$ cat src/rtl/clock_group_reset_sequencer.sv
// Staggered per-member reset sequencer for a clock group: hold all targets, then release in ascending order.
// Optional status outputs when CLOCK_GROUP_RESET_SEQ_STATUS_EN is defined.
module clock_group_reset_sequencer #(
  parameter int NUM_MEMBERS    = 4,
  parameter int HOLD_CYCLES    = 16,
  parameter int STAGGER_CYCLES = 4,
  localparam int MAX_CYCLES    = (HOLD_CYCLES > STAGGER_CYCLES) ? HOLD_CYCLES : STAGGER_CYCLES,
  localparam int CNT_W         = $clog2(MAX_CYCLES + 1)
) (
  input  logic                   clock,
  input  logic                   reset,
  output logic [NUM_MEMBERS-1:0] auto_out_member_reset,
  input  logic                   req_valid,
  output logic                   req_ready,
  input  logic [NUM_MEMBERS-1:0] req_mask,
  output logic                   done
`ifdef CLOCK_GROUP_RESET_SEQ_STATUS_EN
  ,
  output logic [1:0]             status_state,
  output logic [CNT_W-1:0]       status_count
`endif
);

  localparam logic [1:0] HOLD    = 2'd0;
  localparam logic [1:0] RELEASE = 2'd1;
  localparam logic [1:0] RUN     = 2'd2;

  localparam logic [CNT_W-1:0] HOLD_LAST    = CNT_W'(HOLD_CYCLES - 1);
  localparam logic [CNT_W-1:0] STAGGER_LAST = CNT_W'(STAGGER_CYCLES - 1);

  logic [1:0]             state;
  logic [CNT_W-1:0]       cnt;
  logic [NUM_MEMBERS-1:0] memberRst;
  logic [NUM_MEMBERS-1:0] targetMask;
  logic [NUM_MEMBERS-1:0] pending;
  logic [NUM_MEMBERS-1:0] pendingNext;
  logic                   lastPending;
  logic                   releaseEdge;

  // Clearing the lowest set bit keeps releases ascending and skips non-targets for free.
  always_comb begin
    pending     = memberRst & targetMask;
    pendingNext = pending & (pending - NUM_MEMBERS'(1));
    lastPending = (pendingNext == '0);
    releaseEdge = 1'b0;
    case (state)
      HOLD:    releaseEdge = (cnt == HOLD_LAST);
      RELEASE: releaseEdge = (cnt == STAGGER_LAST);
      default: releaseEdge = 1'b0;
    endcase
  end

  always_ff @(posedge clock) begin
    if (reset) begin
      state      <= HOLD;
      cnt        <= '0;
      memberRst  <= '1;
      targetMask <= '1;
      req_ready  <= 1'b0;
      done       <= 1'b0;
    end else begin
      case (state)
        HOLD, RELEASE: begin
          if (releaseEdge) begin
            cnt       <= '0;
            memberRst <= pendingNext;
            if (lastPending) begin
              state     <= RUN;
              done      <= 1'b1;
              req_ready <= 1'b1;
            end else begin
              state <= RELEASE;
            end
          end else begin
            cnt <= cnt + CNT_W'(1);
          end
        end
        RUN: begin
          // An all-zero mask completes the handshake but changes nothing.
          if (req_valid && req_ready && (req_mask != '0)) begin
            state      <= HOLD;
            cnt        <= '0;
            memberRst  <= req_mask;
            targetMask <= req_mask;
            req_ready  <= 1'b0;
            done       <= 1'b0;
          end
        end
        default: begin
          state <= HOLD;
          cnt   <= '0;
        end
      endcase
    end
  end

  assign auto_out_member_reset = memberRst;

`ifdef CLOCK_GROUP_RESET_SEQ_STATUS_EN
  assign status_state = state;
  assign status_count = cnt;
`endif

endmodule

$ cat config.mk
export PLATFORM = sky130hd
export DESIGN_NAME = clock_group_reset_sequencer
export DESIGN_NICKNAME = d
export VERILOG_FILES = /design/src/rtl/clock_group_reset_sequencer.sv
export SDC_FILE = /design/constraint.sdc
export NUM_CORES = 1
export LEC_CHECK = 0
export CAP_MARGIN = 20
export CORE_MARGIN = 3
export CORE_UTILIZATION = 51
export CTS_CLUSTER_DIAMETER = 50
export CTS_CLUSTER_SIZE = 12
export DETAILED_ROUTE_END_ITERATION = 12
export PLACE_DENSITY_LB_ADDON = 0.25
export SKIP_CTS_REPAIR_TIMING = 1
export SLEW_MARGIN = 20
export SYNTH_ARGS = -nofsm -noshare
export SYNTH_HDL_FRONTEND = slang
export SYNTH_SLANG_ARGS = --single-unit
$ cat constraint.sdc
create_clock -name clock -period 2.8 [get_ports clock]
set_clock_uncertainty 0.1 [all_clocks]
set_input_delay 0.84 -clock clock [delete_from_list [all_inputs] [get_ports clock]]
set_output_delay 0.84 -clock clock [all_outputs]
set_load 0.005 [all_outputs]
## After elaboration in Yosys (flattened, before gate mapping)

Index checks and enable logic that the tools add are counted.

- Flip-flop bits (word level): 16
- Latch bits: 0
- Memory bits (writable): 0
- Memory bits (read-only): 0
- Bits of input ports: 7
- Output and inout bits: 6
- Logic and storage cells: 42
- Memories: 0

- Add/sub/neg operators: 2
- $mul: 0
- Div/mod/pow operators: 0
- Magnitude comparators: 0
- Equal/unequal tests: 7
- Shift-type cells: 0
- Multiplexer cells: 15
- Bitwise gates (word level): 2
- Reductions and logical operators: 11

Operators by type and width:

| kind | number |
|---|---|
| $mux W5 | 2 |
| $pmux W5 S2 | 1 |
| $and A4 B4 Y4 | 2 |
| $mux W4 | 2 |
| $pmux W4 S2 | 1 |
| $mux W2 | 3 |
| $ne A2 B2 Y1 const B | 3 |
| $add A5 B1 Y5 const B | 1 |
| $eq A5 B2 Y1 const B | 1 |
| $eq A5 B4 Y1 const B | 1 |
| $logic_not A4 Y1 | 1 |
| $pmux W1 S2 | 2 |
| $pmux W2 S2 | 1 |
| $reduce_and A2 Y1 | 2 |
| $reduce_and A4 Y1 | 1 |
| $reduce_bool A4 Y1 | 1 |
| $sub A4 B1 Y4 const B | 1 |
| $mux W1 | 3 |
| $reduce_and A3 Y1 | 1 |
| $eq A2 B1 Y1 const B | 1 |
| $eq A2 B2 Y1 const B | 1 |
| $logic_and A1 B1 Y1 | 2 |
| $logic_not A2 Y1 | 1 |
| $reduce_bool A2 Y1 | 1 |
| $reduce_or A2 Y1 | 1 |

## Longest topological paths before layout

Gate-level depths: netlist (run 1).

- Depth after elaboration: 7
- Gate-level depth with buffers: 5
- Mapped depth without buffers: 5

## Worst setup path before layout (run 1)

Ideal clock, no wire load.

- Path type: input to register
- Start: in req_mask[0]
- End: reg memberRst[0] (netlist: auto_out_member_reset[0])
- Setup time: 0.122 ns
- Arrival: 2.035 ns
- Data required time: 2.578 ns
- Slack: 0.543 ns
- Cell stages on the path: 4
- Buffers on the path: 1
- Path through: or4_4 > and4_4 > buf_6 > a221o_1

- Longest elaborated chain between the ends: 4

Ends and longest elaborated chain:

| item | line | source |
|---|---|---|
| start, declared | 15 | `input logic [NUM_MEMBERS-1:0] req_mask,` |
| $reduce_bool A4 Y1 | 80 | `if (req_valid && req_ready && (req_mask != '0)) begin` |
| $logic_and A1 B1 Y1 | 80 |  |
| $ne A2 B2 Y1 (no source line) | -- |  |
| $reduce_and A3 Y1 (no source line) | -- |  |
| end signal, assigned | 66 | `memberRst <= pendingNext;` |
| end signal, assigned | 83 | `memberRst <= req_mask;` |
| end, declared | 33 | `logic [NUM_MEMBERS-1:0] memberRst;` |

Several ways; a longest one is shown, not always the timed one. The select of a mux whose other input is x is not followed.
A chain may end at the register's enable or synchronous reset.

## Worst setup path after layout (run 1)

- Start: in req_mask[0]
- End: reg cnt[0]

- Longest elaborated chain between the ends: 3

Ends and longest elaborated chain:

| item | line | source |
|---|---|---|
| $reduce_bool A4 Y1 | 80 |  |
| $logic_and A1 B1 Y1 | 80 |  |
| $ne A2 B2 Y1 (no source line) | -- |  |
| end signal, assigned | 75 | `cnt <= cnt + CNT_W'(1);` |
| end, declared | 32 | `logic [CNT_W-1:0] cnt;` |

Every way passes these cells.

==> results.sh, run 1 <==
export IMPL_powerDensity_mw_per_mm2=430
export IMPL_clockRootBuffer="clkbuf_4"
export IMPL_status="finished, final reports clean"
export IMPL_start_util_pct=58.9
export IMPL_final_antenna_net_count=0
export IMPL_nNetsFinal=117
export IMPL_grt_pass1_vias=691
export IMPL_hold_path_class="reg -> reg"
export IMPL_core_area_mm2=0.00140
export IMPL_crit_chain="clkdlybuf4s50_1 -> or4_4 -> a311oi_4 -> a22oi_1 -> nor2_1"
export IMPL_slew_headroom_pct=60.4
export IMPL_grt_antenna_before_repair=0
export IMPL_clk_latency_ps=280
export IMPL_dr_first_iter_drc_count=13
export IMPL_syn_area_um2=823
export IMPL_finalWirelength_um=1810
export IMPL_critical_path_max_stage_delay_ps=580
export IMPL_drtPass1Iterations=4
export IMPL_synth_cells=96
export IMPL_ys_seq_area_share_pct=38.9
export IMPL_gr_usage_met2_pct=27.5
export IMPL_crit_slowest_cell="or4_4"
export IMPL_cap_violations=0
export IMPL_track_usage_pct=19.8
export IMPL_timing_rr_end="auto_out_member_reset[3]"
export IMPL_layout_cells_non_filler=123
export IMPL_hold_path_depth=2
export IMPL_setup_viol=0
export IMPL_ys_types=36
export IMPL_period_needed_ps=2490
export IMPL_leakagePower_nw=0.413
export IMPL_avgSynthCellArea_um2=8.58
export IMPL_min_delay_start="cnt[4]"
export IMPL_final_layout_size_suffix_gt1_share_pct=7.41
export IMPL_worst_pin_slew_ps=588
export IMPL_reg2reg_slack_ps=1000
export IMPL_rsz0062_at_grt="false"
export IMPL_cts_tree="built"
export IMPL_cp_max_fo=6
export IMPL_cts_buffers=3
export IMPL_placed_area_um2=936
export IMPL_grt_busiest_layer="met1"
export IMPL_vias=762
export IMPL_hold_ws_ps=400
export IMPL_clock_path_buffers=2
export IMPL_reg2reg_from="state[1]"
export IMPL_globalRouteMet3Util_pct=3.52
export IMPL_clock_fmax_mhz=402
export IMPL_port_buffers=12
export IMPL_yosys_warnings=0
export IMPL_via_per_inst=6.20
export IMPL_fin_tns_setup_ps=0
export IMPL_syn_nets=104
export IMPL_cp_start_kind="primary input"
export IMPL_crit_arrival_ps=2600
export IMPL_clkTransAtPathRegs_ps=100
export IMPL_dp_cells=119
export IMPL_row_count=13
export IMPL_synth_seq_cells=16
export IMPL_hpwl_um=1310
export IMPL_grt_max_degree=19
export IMPL_peakVddDrop_uv=373
export IMPL_design_area_um2=972
export IMPL_grt_overflow=0
export IMPL_antennaDiodeCount=0
export IMPL_clock_sinks=16
export IMPL_fin_crit_sh_pct=88.8
export IMPL_crit_path_end_kind="flop"
export IMPL_min_to="cnt[4]"
export IMPL_worstRegToRegCells=4
export IMPL_report_final_slew_viol_count=0
export IMPL_place_congestion=0.865
export IMPL_use_met1_pct=30.5
export IMPL_fillCellCount=121
export IMPL_hold_viol_final=0
export IMPL_die_h_um=46.2
export IMPL_area_growth_pct=18.1
export IMPL_die_w_um=46.2
export IMPL_worst_ep_required_time_ps=2920
export IMPL_wl_per_cell_um=14.7
export IMPL_final_cell_mix="16 x dfxtp_1, 14 x nor2_1, 12 x clkdlybuf4s50_1"
export IMPL_die_area_mm2=0.00213
export IMPL_num_io_pins=13
export IMPL_drc=0
export IMPL_critPathKind="in -> reg"
export IMPL_ctsHtreeMaxLevel=1
export IMPL_layout_commonest_cell="dfxtp_1"
export IMPL_grt_pass1_wl_um=3110
## registers in the layout, indices dropped and copies added, names as in the netlist
signal / cells
targetMask: 4
state: 2
cnt: 5
done: 1
auto_out_member_reset: 4
## Yosys cell counts (all sizes together)
library cell | number | area, um^2
dfxtp | 16 | 320
nor2 | 14 | 52.6
nand2 | 11 | 41.3
nor3 | 5 | 25.0
a21oi | 4 | 20.0
a22oi | 3 | 22.5
nand3 | 3 | 15.0
nand3b | 3 | 22.5
o21ai | 3 | 18.8
o21bai | 3 | 22.5
a211oi | 2 | 15.0
a221o | 2 | 20.0
buf | 2 | 18.8
clkbuf | 2 | 7.51
nand4 | 2 | 12.5
nor2b | 2 | 12.5
o211ai | 2 | 15.0
a221oi | 1 | 8.76
a222oi | 1 | 10.0
a311oi | 1 | 26.3
a31oi | 1 | 6.26
a32oi | 1 | 8.76
and2 | 1 | 6.26
and3 | 1 | 6.26
and3b | 1 | 8.76
and4 | 1 | 11.3
ha | 1 | 12.5
inv | 1 | 3.75
mux2i | 1 | 10.0
nor3b | 1 | 7.51
o211a | 1 | 10.0
o22ai | 1 | 6.26
o31ai | 1 | 7.51
or4 | 1 | 11.3
## where the power goes
| group | switching, W | internal (W) | leakage, nW |
|---|---|---|---|
| sequential | 0.00000386 | 0.000231 | 0.130 |
| combinational | 0.0000124 | 0.0000148 | 0.262 |
| clock | 0.0000763 | 0.0000790 | 0.0210 |
## per-stage QoR
stage	total power, W	utilization (%)	setup slack (ps)
3_5_place_dp	0.000267	66.9	15.9
6_report	0.000418	69.5	313
4_1_cts	0.000423	69.5	311
2_1_floorplan	0.000253	-	543
3_3_place_gp	0.000266	66.9	69.2
5_1_grt	0.000438	69.5	212
## layer usage
metal / share of wire (%) / wire length [um] / up-vias
met5: 0 / 0 / -
met4: 0.72 / 13 / 0
met2: 42 / 767 / 16
li1: - / - / 389
met1: 54 / 969 / 355
met3: 3.2 / 57 / 2
## cell type report
type	instances	area (um^2)	area share, %
Multi-Input combinational cell	75	473	48.6
Inverter	1	3.75	0.386
Sequential cell	16	320	32.9
Clock buffer	4	36.3	3.73
Tap cell	15	18.8	1.93
Timing Repair Buffer	12	120	12.4
## worst max-delay path, delay by kind of cell
kind | cells | cell delay [ps]
AND/OR/NAND/NOR | 2 | 680
AO/OA/AOI/OAI | 2 | 630
buffers and inverters | 1 | 450
## cell families (layout without fill, tap and decap cells)
family,Yosys count,after routing,synth area share (%)
buffers and inverters,5,17,3.65
muxes,1,1,1.22
adders and majority gates,1,1,1.52
AOI/OAI and AO/OA,27,27,26.4
DFF,16,16,38.9
and+or+nand+nor,46,46,28.3
## how the worst max path moves through the flow
stage                            from                  endpoint  slack [ps]
after floorplan           req_mask[0]  auto_out_member_reset[0]         540
after global placement    req_mask[0]                    cnt[0]          70
after detailed placement  req_mask[0]                    cnt[0]          20
after CTS                 req_mask[0]                    cnt[0]         310
after global routing      req_mask[0]                    cnt[3]         210
final                     req_mask[0]                    cnt[0]         310
Note: power is estimated with default switching activity, not from simulation.
==> run 2, diff against run 1 <==
- HOLD_SLACK_MARGIN: not set -> 0.12
- REMOVE_ABC_BUFFERS: not set -> 1
==> run 2 against run 1 <==
Combinational power about the same. Highest routed layer unchanged. First-iteration DRC count increased to 3.6 times the previous value. Register-to-register slack got worse by 120 ps.
==> results.sh, run 2 (synthesized netlist as in run 1, its figures left out) <==
export IMPL_grt_max_degree=19
export IMPL_cts_tree="built"
export IMPL_hold_path_depth=2
export IMPL_drc=0
export IMPL_placed_area_um2=936
export IMPL_nNetsFinal=117
export IMPL_port_buffers=12
export IMPL_worst_pin_slew_ps=614
export IMPL_worstRegToRegCells=4
export IMPL_critical_path_max_stage_delay_ps=580
export IMPL_area_growth_pct=18.1
export IMPL_leakagePower_nw=0.413
export IMPL_powerDensity_mw_per_mm2=423
export IMPL_die_area_mm2=0.00213
export IMPL_crit_chain="clkdlybuf4s50_1 -> or4_4 -> a311oi_4 -> o21ai_2 -> a21oi_1"
export IMPL_dr_first_iter_drc_count=47
export IMPL_finalWirelength_um=1860
export IMPL_grt_pass1_wl_um=3170
export IMPL_regMostFlops="cnt"
export IMPL_grt_overflow=0
export IMPL_gr_usage_met2_pct=29.1
export IMPL_setup_ws_ps=316
export IMPL_cp_start_kind="primary input"
export IMPL_report_final_slew_viol_count=0
export IMPL_fin_crit_sh_pct=88.7
export IMPL_clock_sinks=16
export IMPL_final_cell_mix="16 x dfxtp_1, 14 x nor2_1, 12 x clkdlybuf4s50_1"
export IMPL_wl_per_cell_um=15.1
export IMPL_layout_commonest_cell="dfxtp_1"
export IMPL_vias=826
export IMPL_via_per_inst=6.72
export IMPL_drtPass1Iterations=4
export IMPL_cts_buffers=3
export IMPL_slew_headroom_pct=58.7
export IMPL_clockRootBuffer="clkbuf_4"
export IMPL_clock_path_buffers=2
export IMPL_crit_path_end_kind="flop"
export IMPL_seqCellArea_um2=320
export IMPL_antennaDiodeCount=0
export IMPL_fin_tns_setup_ps=0
export IMPL_globalRouteMet3Util_pct=7.03
export IMPL_core_area_mm2=0.00140
export IMPL_rsz0062_at_grt="false"
export IMPL_hold_viol_final=0
export IMPL_track_usage_pct=20.3
export IMPL_setup_viol=0
export IMPL_hold_ws_ps=404
export IMPL_peakVddDrop_uv=428
export IMPL_hpwl_um=1340
export IMPL_cp_max_fo=6
export IMPL_crit_buf_inv=1
export IMPL_critPathKind="in -> reg"
export IMPL_reg2reg_from="state[1]"
export IMPL_timing_rr_end="auto_out_member_reset[3]"
export IMPL_row_count=13
export IMPL_die_w_um=46.2
export IMPL_clk_latency_ps=280
export IMPL_hold_path_class="reg -> reg"
export IMPL_clkTransAtPathRegs_ps=90
export IMPL_dp_slack_ps=33.0
export IMPL_clock_fmax_mhz=403
export IMPL_min_to="cnt[4]"
export IMPL_multi_input_area_um2=473
export IMPL_largest_register_ffs=5
export IMPL_grt_pass1_vias=716
export IMPL_grt_antenna_before_repair=0
export IMPL_period_needed_ps=2480
export IMPL_die_h_um=46.2
export IMPL_crit_slowest_cell="or4_4"
export IMPL_fillCellCount=113
export IMPL_cap_violations=0
export IMPL_use_met1_pct=29.7
export IMPL_design_area_um2=972
export IMPL_num_io_pins=13
export IMPL_min_delay_start="cnt[4]"
export IMPL_cp_top_family="compound AO/OA/AOI/OAI gates"
export IMPL_place_congestion=0.795
export IMPL_crit_arrival_ps=2590
export IMPL_final_layout_size_suffix_gt1_share_pct=7.41
export IMPL_final_antenna_net_count=0
export IMPL_ctsHtreeMaxLevel=1
export IMPL_start_util_pct=58.9
export IMPL_status="finished, final reports clean"
export IMPL_grt_busiest_layer="met1"
export IMPL_reg2reg_slack_ps=880
export IMPL_worst_ep_required_time_ps=2910
## run 2: cell counts in the layout (fill, tap and decap cells not counted)
No cell type changed its count.
## run 2: worst max path at each step
stage | startpoint | endpoint | slack [ps] | cells past startpoint
after global routing | req_mask[0] | cnt[3] | 250 | 5
after CTS | req_mask[0] | cnt[4] | 340 | 5
final | req_mask[0] | cnt[4] | 320 | 5
after global placement | req_mask[0] | cnt[4] | 80 | 5
after detailed placement | req_mask[0] | cnt[0] | 30 | 5
after floorplan | req_mask[0] | auto_out_member_reset[0] | 630 | 3
## run 2: area by class of cell
class                      instances  area share (%)
timing repair buffer              12            12.4
multi-input combinational         75            48.6
clock buffer                       4            3.73
sequential                        16            32.9
inverter                           1           0.386
tap                               15            1.93
## run 2: metal layers
metal	part of all wire [%]	up-vias
met3	9.0	2
met4	0.32	0
met2	43	48
li1	-	386
met1	47	390
met5	0	-
## run 2: worst min-delay path: stages (launching register included)
cell     delay [ps]
dfxtp_1         340
o21ai_2          60
a21oi_1          60
## run 2: stage by stage
step,cells,total power [W],utilization (%)
final,123,0.000411,69.5
after global routing,123,0.000430,69.5
after CTS,123,0.000415,69.5
after detailed placement,119,0.000267,66.9
after global placement,119,0.000266,66.9
after floorplan,92,0.000250,-
## run 2: power by group
group | switching [W] | total (W) | leakage, nW | internal, W
logic | 0.0000121 | 0.0000269 | 0.262 | 0.0000148
registers | 0.00000366 | 0.000235 | 0.130 | 0.000231
clock network | 0.0000700 | 0.000149 | 0.0210 | 0.0000792
total | 0.0000858 | 0.000411 | 0.413 | 0.000325
